--- src/rtl/if_pkg.sv ---
// Shared types and constants for the instruction fetch controller.
// Optional feature macro used by this slice: MISALIGN_TRAP_EN
// (misaligned redirect targets trap into HALT instead of being aligned).
package if_pkg;

    // Fetch sequencer states
    typedef enum logic [1:0] {
        BOOT = 2'd0,
        RUN  = 2'd1,
        HALT = 2'd2
    } state_e;

    // Byte distance between consecutive instruction words
    localparam logic [2:0]  PC_STEP  = 3'd4;

    // Instruction presented to decode while nothing has been fetched yet
    localparam logic [31:0] NOP_INST = 32'h0000_0013;

    // True when a byte address sits on a word boundary
    function automatic logic is_word_aligned(input logic [1:0] low_bits);
        is_word_aligned = (low_bits == 2'b00);
    endfunction

endpackage : if_pkg

--- src/rtl/fetch_pc_gen.sv ---
// Combinational next-PC selection for the fetch controller: hold, step by
// one word, or jump to a redirect target. Holds no state of its own.
// With MISALIGN_TRAP_EN a misaligned target is flagged and the PC is kept;
// without it the target is forced onto a word boundary.
module fetch_pc_gen
    import if_pkg::*;
#(
    parameter int ADDR_W = 7
) (
    input  logic [ADDR_W-1:0] pc,
    input  logic              fetch_en,
    input  logic              redirect_en,
    input  logic [ADDR_W-1:0] redirect_pc,
    output logic [ADDR_W-1:0] next_pc,
    output logic              misalign
);

    logic [ADDR_W-1:0] aligned_tgt_s;
    logic [ADDR_W-1:0] step_pc_s;

    assign aligned_tgt_s = {redirect_pc[ADDR_W-1:2], 2'b00};
    assign step_pc_s     = pc + ADDR_W'(PC_STEP);

`ifdef MISALIGN_TRAP_EN
    // Flag a redirect whose target does not land on a word boundary
    always_comb begin
        misalign = 1'b0;
        if (redirect_en && !is_word_aligned(redirect_pc[1:0])) begin
            misalign = 1'b1;
        end else begin
            misalign = 1'b0;
        end
    end
`else
    // Low target bits are simply dropped when trapping is not built in
    logic unused_low_bits_s;
    assign unused_low_bits_s = ^redirect_pc[1:0];

    // Misalignment is never reported in this build
    always_comb begin
        misalign = 1'b0;
    end
`endif

    // Redirect beats a sequential step; a trapped redirect keeps the PC
    always_comb begin
        next_pc = pc;
        if (redirect_en) begin
            if (misalign) begin
                next_pc = pc;
            end else begin
                next_pc = aligned_tgt_s;
            end
        end else if (fetch_en) begin
            next_pc = step_pc_s;
        end else begin
            next_pc = pc;
        end
    end

endmodule : fetch_pc_gen

--- src/rtl/instr_fetch_ctrl.sv ---
// Instruction fetch controller: owns the PC, drives the instruction ROM and
// registers fetched words toward decode with a valid/ready handshake.
// Supports branch redirects, halt/resume and a count of accepted words.
// Optional feature macro: MISALIGN_TRAP_EN (trap misaligned redirects).
module instr_fetch_ctrl
    import if_pkg::*;
#(
    parameter int                ADDR_W   = 7,
    parameter logic [ADDR_W-1:0] RESET_PC = 7'd4,
    parameter int                CNT_W    = 16
) (
    input  logic              clk,
    input  logic              rst,
    output logic [ADDR_W-1:0] rom_addr,
    output logic              rom_en,
    input  logic [31:0]       rom_data,
    output logic [31:0]       inst_out,
    output logic [ADDR_W-1:0] inst_pc,
    output logic              inst_valid,
    input  logic              inst_ready,
    input  logic              redirect_valid,
    input  logic [ADDR_W-1:0] redirect_pc,
    input  logic              halt_req,
    input  logic              resume,
    output logic              halted,
    output logic              misalign_err,
    output logic [CNT_W-1:0]  fetch_cnt
);

    state_e            state_r;
    state_e            state_nxt_s;
    logic [ADDR_W-1:0] pc_r;
    logic [ADDR_W-1:0] next_pc_s;
    logic [31:0]       inst_out_r;
    logic [ADDR_W-1:0] inst_pc_r;
    logic              inst_valid_r;
    logic              halted_r;
    logic              misalign_err_r;
    logic [CNT_W-1:0]  fetch_cnt_r;
    logic              accept_s;
    logic              fetch_s;
    logic              redirect_s;
    logic              misalign_s;

    // Handshake, ROM enable and redirect qualification (redirects ignored in BOOT)
    always_comb begin
        accept_s   = 1'b0;
        fetch_s    = 1'b0;
        redirect_s = 1'b0;
        if (inst_valid_r && inst_ready) begin
            accept_s = 1'b1;
        end else begin
            accept_s = 1'b0;
        end
        if ((state_r == RUN) && (!inst_valid_r || inst_ready) && !redirect_valid) begin
            fetch_s = 1'b1;
        end else begin
            fetch_s = 1'b0;
        end
        if (redirect_valid && (state_r != BOOT)) begin
            redirect_s = 1'b1;
        end else begin
            redirect_s = 1'b0;
        end
    end

    fetch_pc_gen #(
        .ADDR_W (ADDR_W)
    ) u_pc_gen (
        .pc          (pc_r),
        .fetch_en    (fetch_s),
        .redirect_en (redirect_s),
        .redirect_pc (redirect_pc),
        .next_pc     (next_pc_s),
        .misalign    (misalign_s)
    );

    // Next sequencer state; a trapped redirect always parks the fetcher in HALT
    always_comb begin
        state_nxt_s = state_r;
        case (state_r)
            BOOT: state_nxt_s = RUN;
            RUN: begin
                if (halt_req) begin
                    state_nxt_s = HALT;
                end else begin
                    state_nxt_s = RUN;
                end
            end
            HALT: begin
                if (resume && !halt_req) begin
                    state_nxt_s = RUN;
                end else begin
                    state_nxt_s = HALT;
                end
            end
            default: state_nxt_s = BOOT;
        endcase
        if (misalign_s) begin
            state_nxt_s = HALT;
        end else begin
            state_nxt_s = state_nxt_s;
        end
    end

    // Sequencer state, PC, decode-side output register and fetch counter
    always_ff @(posedge clk) begin
        if (rst) begin
            state_r        <= BOOT;
            halted_r       <= 1'b0;
            pc_r           <= RESET_PC;
            inst_out_r     <= NOP_INST;
            inst_pc_r      <= {ADDR_W{1'b0}};
            inst_valid_r   <= 1'b0;
            misalign_err_r <= 1'b0;
            fetch_cnt_r    <= {CNT_W{1'b0}};
        end else begin
            state_r        <= state_nxt_s;
            halted_r       <= (state_nxt_s == HALT);
            pc_r           <= next_pc_s;
            misalign_err_r <= misalign_s;
            // The word taken in a redirect cycle is still counted
            if (accept_s) begin
                fetch_cnt_r <= fetch_cnt_r + CNT_W'(1'b1);
            end
            if (redirect_s) begin
                inst_valid_r <= 1'b0;
            end else if (fetch_s) begin
                inst_out_r   <= rom_data;
                inst_pc_r    <= pc_r;
                inst_valid_r <= 1'b1;
            end else if (accept_s) begin
                inst_valid_r <= 1'b0;
            end
        end
    end

    assign rom_addr     = pc_r;
    assign rom_en       = fetch_s;
    assign inst_out     = inst_out_r;
    assign inst_pc      = inst_pc_r;
    assign inst_valid   = inst_valid_r;
    assign halted       = halted_r;
    assign misalign_err = misalign_err_r;
    assign fetch_cnt    = fetch_cnt_r;

endmodule : instr_fetch_ctrl

--- config.mk ---
export PLATFORM = sky130hd
export DESIGN_NAME = instr_fetch_ctrl
export DESIGN_NICKNAME = d
export VERILOG_FILES = /design/src/rtl/if_pkg.sv /design/src/rtl/fetch_pc_gen.sv /design/src/rtl/instr_fetch_ctrl.sv
export SDC_FILE = /design/constraint.sdc
export NUM_CORES = 1
export LEC_CHECK = 0
export ABC_AREA = 0
export BUFFER_PORTS_ARGS = -buffer_cell sky130_fd_sc_hd__buf_2
export CAP_MARGIN = 20
export CORE_MARGIN = 4
export CORE_UTILIZATION = 30
export CTS_CLUSTER_DIAMETER = 120
export DETAILED_ROUTE_END_ITERATION = 10
export GPL_TIMING_DRIVEN = 0
export SLEW_MARGIN = 25
export SYNTH_ARGS = -nofsm -noshare
export SYNTH_HDL_FRONTEND = slang
export SYNTH_SLANG_ARGS = --single-unit
--- constraint.sdc ---
create_clock -name clk -period 3.1 [get_ports clk]
set_input_delay 0.465 -clock clk [delete_from_list [all_inputs] [get_ports clk]]
set_output_delay 0.465 -clock clk [all_outputs]
set_load 0.1 [all_outputs]
Word level (Yosys, flattened, before mapping)
Cells that the tools add are included.

cells by class
  mux-type cells = 10
  $lt $le $gt $ge = 0
  reduce and logical (&&, ||, !) cells = 15
  add/sub/neg operators = 2
  multipliers = 0
  bitwise gates (word level) = 1
  divide/modulo/power cells = 0
  shift-type cells = 0
  equal/unequal tests = 3

operators with widths
  operator                                                         number
  16-bit by 1-bit adder with 16-bit output, second input constant  1
  7-bit two-way mux                                                2
  7-bit by 3-bit adder with 7-bit output, second input constant    1
  2-bit case mux with 3 select lines                               1
  2-bit nonzero test                                               3
  1-bit logical AND                                                5
  1-bit two-way mux                                                5
  2-bit == test, second input constant                             2
  2-bit two-way mux                                                2
  1-bit logical NOT                                                3
  2-bit by 1-bit == test with 1-bit output, second input constant  1
  2-bit logical NOT                                                1
  2-bit AND reduction                                              1
  2-bit OR reduction                                               1
  1-bit logical OR                                                 1
  1-bit NOT                                                        1

storage, ports and cells
  ROM bits = 0
  output and inout bits = 66
  bits of input ports = 45
  bits in latches = 0
  memory bits (writable) = 0
  memories kept = 0
  flip-flop bits (word level) = 66

Longest topological paths before layout
  word-level depth = 7
  mapped depth = 6

Modules after synthesis
Synthesis repeated with hierarchy kept, for this count alone.

second synthesis, totals
  cell total of the unflattened synthesis = 315
  area, all modules = 2605.0 µm²

modules (own cells, without submodules)
  module            seq. area each (µm²)  cells an instance  area an instance (µm²)  instances
  instr_fetch_ctrl  1341.3                291                2458.6                  1
  fetch_pc_gen      0.0                   24                 146.4                   1

Worst setup path after synthesis
No wires, ideal clock.

  path type = reg2out
  from = register inst_valid_r, in the netlist inst_valid
  to = output port rom_en
  setup slack = 267 ps
  data arrival time = 2368 ps
  buffers on the path = 1
  cell stages (with the launch flop) = 5
  cells stage by stage = dfxtp_1 or2b_2 nand4b_2 inv_1 buf_1

between the ends
  cells in the longest elaborated chain, start to end = 5

RTL lines
  element                         line                     text
  from (decl)                     instr_fetch_ctrl.sv:36   logic inst_valid_r;
  from (signal assigned)          instr_fetch_ctrl.sv:114  inst_valid_r <= 1'b0;
  from (signal assigned)          instr_fetch_ctrl.sv:127  inst_valid_r <= 1'b0;
  from (signal assigned)          instr_fetch_ctrl.sv:131  inst_valid_r <= 1'b1;
  1-bit logical NOT               instr_fetch_ctrl.sv:55   if ((state_r == RUN) && (!inst_valid_r || inst_ready) && !redirect_valid) begin
  1-bit logical OR                instr_fetch_ctrl.sv:55
  1-bit logical AND (2 in a row)  instr_fetch_ctrl.sv:55
  1-bit two-way mux               instr_fetch_ctrl.sv:55
  to (decl)                       instr_fetch_ctrl.sv:15   output logic rom_en,

Every way passes these cells.

Final worst setup path
Same ends and word-level chain as after synthesis.

==> flow_metrics.tcl <==
set metrics [dict create \
    crit-reg2reg-capture "inst_out[22]$_SDFFE_PP0P_" \
    drv_slew 0 \
    tns_ps 0 \
    synthCells 303 \
    wl_met1_um 3090 \
    grt-ovfl-total 0 \
    clockBufferDepth 2 \
    io_pins 111 \
    holdCritPathClass "in2reg" \
    clk_latency_ps 330 \
    syn_avg_cell_area_sq_um 8.06 \
    gp_congestion 0.809 \
    rrSetupSlack_ps 1240 \
    h-tree-depth 3 \
    grt_pass1_vias 2238 \
    ant_nets 0 \
    max_freq_mhz 360 \
    first_iter_violations 80 \
    vias 2383 \
    cellPowerDensity_nw_per_um2 627 \
    grt_max_degree 11 \
    wl_met3_um 562 \
    async_flop_share_pct 0 \
    reg2reg_depth 6 \
    first_pass_iters 4 \
    layout.nets 467 \
    criticalPathCategory "reg2out" \
    tightestPinTransition_ps 502 \
    ir_worst_vdd_mv 0.246 \
    required_ps 2630 \
    highest_layer "met4" \
    setup_viol_count_final 0 \
    tritoncts "done" \
    port_buffers 102 \
    place_ws_ps 422 \
    syn_to_final_growth_pct 35.5 \
    r2r-start "inst_valid$_SDFFE_PP0P_" \
    power_leakage_nw 1.43 \
    core_region_area_sq_um 7810 \
    ys.warnings.count 0 \
    fin_ws_ps 319 \
    worst_ep_arrival_time_ps 2320 \
    slew-limit-headroom_pct 66.6 \
    mappedNetlistArea_sq_um 2440 \
    cp-end-kind "output port" \
    dieArea_sq_um 9650 \
    globalRouteTotalUtil_pct 13.5 \
    start_util_pct 31.3 \
    routed_wirelength_um 6530 \
    critPathMaxFanout 10 \
    fp.dieH_um 98.3 \
    num_antenna_cells 0 \
    cts_resized 0 \
    hold_violations 0 \
    cts_sinks 62 \
    drc 0 \
    synth_enable_flop_cells 0 \
    start_kind "flop" \
    setup.worst_path.start "inst_valid$_SDFFE_PP0P_" \
    skew_ps 11.0 \
    grt_first_pass_wirelength_um 10500 \
    root_buffer "clkbuf_8" \
    layout_common_cells "103 x buf_2, 84 x nand2_1, 62 x dfxtp_1, 43 x a21oi_1, 19 x nor2_1" \
    status "finished clean" \
    ys_seq_area_share_pct 50.8 \
    die_w_um 98.3 \
    antenna_found_initial 0 \
    ys_seq_elements 62 \
    wl_per_cell_um 12.4 \
    layout_commonest_cell "buf_2" \
    ctsHoldBuffers 0 \
    rsz0062_at_grt "no" \
    cts.reportedPaths.clkPinSlew_ps 70 \
    cts_setup_buffers 0 \
    row_count 32 \
    placed_area_sq_um 3100 \
    synth.distinct_cells 35 \
    stdcell_area_sq_um 3310 \
    crit_path_end "rom_en" \
    fin_crit_sh_pct 89.7 \
    drive_gt1_share_pct 29.9 \
    dp_hpwl_um 4910 \
    via_per_inst 4.52 \
    synth-main-ff-cell "dfxtp_1" \
    numCtsBuffers 9 \
    dr_wl_met2_um 2830 \
    post-route-min-period_ps 2780 \
    cap_violations 0 \
]
==> through the flow <==
step	hold WS (ps)	std cells	power [mW]	util, %
3_3_place_gp	440	511	1.32	39.7
2_1_floorplan	589	307	1.23	-
4_1_cts	320	527	2.11	42.4
3_5_place_dp	443	511	1.33	39.7
5_1_grt	337	527	2.16	42.4
6_report	341	527	2.08	42.4
==> power breakdown <==
group          total, mW  switching [mW]  internal (mW)
sequential         0.858          0.0260          0.832
clock              0.773           0.300          0.473
combinational      0.447           0.366         0.0807
==> layer usage <==
metal,track usage [%],vias up
li1,-,1245
met1,16.9,1054
met2,20.6,78
met3,4.93,6
met4,6.41,0
met5,0,-
==> critical path, stage by stage, from the launching register on <==
cell	delay (ps)
dfxtp_1	380
or2b_2	220
nand4b_2	270
inv_1	230
buf_1	360
buf_2	510
==> cell type report <==
class,count,area (sq um)
Fill cell,811,4500
Buffer,20,95.1
Inverter,5,18.8
Clock buffer,12,145
Timing Repair Buffer,102,510
Clock inverter,4,70.1
Multi-Input combinational cell,220,1100
Sequential cell,62,1240
Tap cell,102,128
==> worst min-delay path by stage <==
| stage | start | end | slack (ps) | cells past startpoint |
|---|---|---|---|---|
| after global routing | rom_data[0] | inst_out[0]$_SDFFE_PP1P_ | 340 | 3 |
| after CTS | rom_data[4] | inst_out[4]$_SDFFE_PP1P_ | 320 | 3 |
| after detailed placement | inst_out[12]$_SDFFE_PP0P_ | inst_out[12]$_SDFFE_PP0P_ | 440 | 2 |
| after global placement | inst_pc[4]$_SDFFE_PP0P_ | inst_pc[4]$_SDFFE_PP0P_ | 440 | 2 |
| after floorplan | state_r[1]$_SDFF_PP0_ | state_r[0]$_SDFF_PP0_ | 590 | 3 |
| final | rom_data[4] | inst_out[4]$_SDFFE_PP1P_ | 340 | 3 |
==> sequential cells by signal, summed over array words and instances (netlist names) <==
signal and flops:
inst_valid 1, inst_out 32, rom_addr 5, state_r 2, halted 1, inst_pc 5, fetch_cnt 16
==> cell usage after synthesis (2+ instances only) <==
cell type	n	share of area, %
buf_4	5	1.5
a31oi_1	2	0.51
or3_1	6	1.5
nor2_1	19	2.9
ha_1	2	1.0
inv_1	5	0.77
nand4_1	5	1.3
nor4_1	3	0.77
a211oi_1	2	0.61
a311oi_1	2	0.72
nand2_1	84	13
a21oi_1	43	8.8
nand3_1	9	1.8
o21ai_0	5	1.0
xor2_1	3	1.1
clkbuf_1	12	1.8
buf_1	2	0.31
nor3_1	7	1.4
xnor2_1	8	2.9
nand3b_1	3	0.92
dfxtp_1	62	51
==> logic make-up after synthesis <==
group | after synthesis | synth area share (%)
simple gates | 144 | 26.6
compound gates | 58 | 12.9
flops | 62 | 50.8
other cells | 1 | 0.153
xor+xnor | 11 | 3.94
fa+ha+maj | 2 | 1.02
buf+inv | 25 | 4.66
Note: power is estimated with default switching activity, not from simulation.
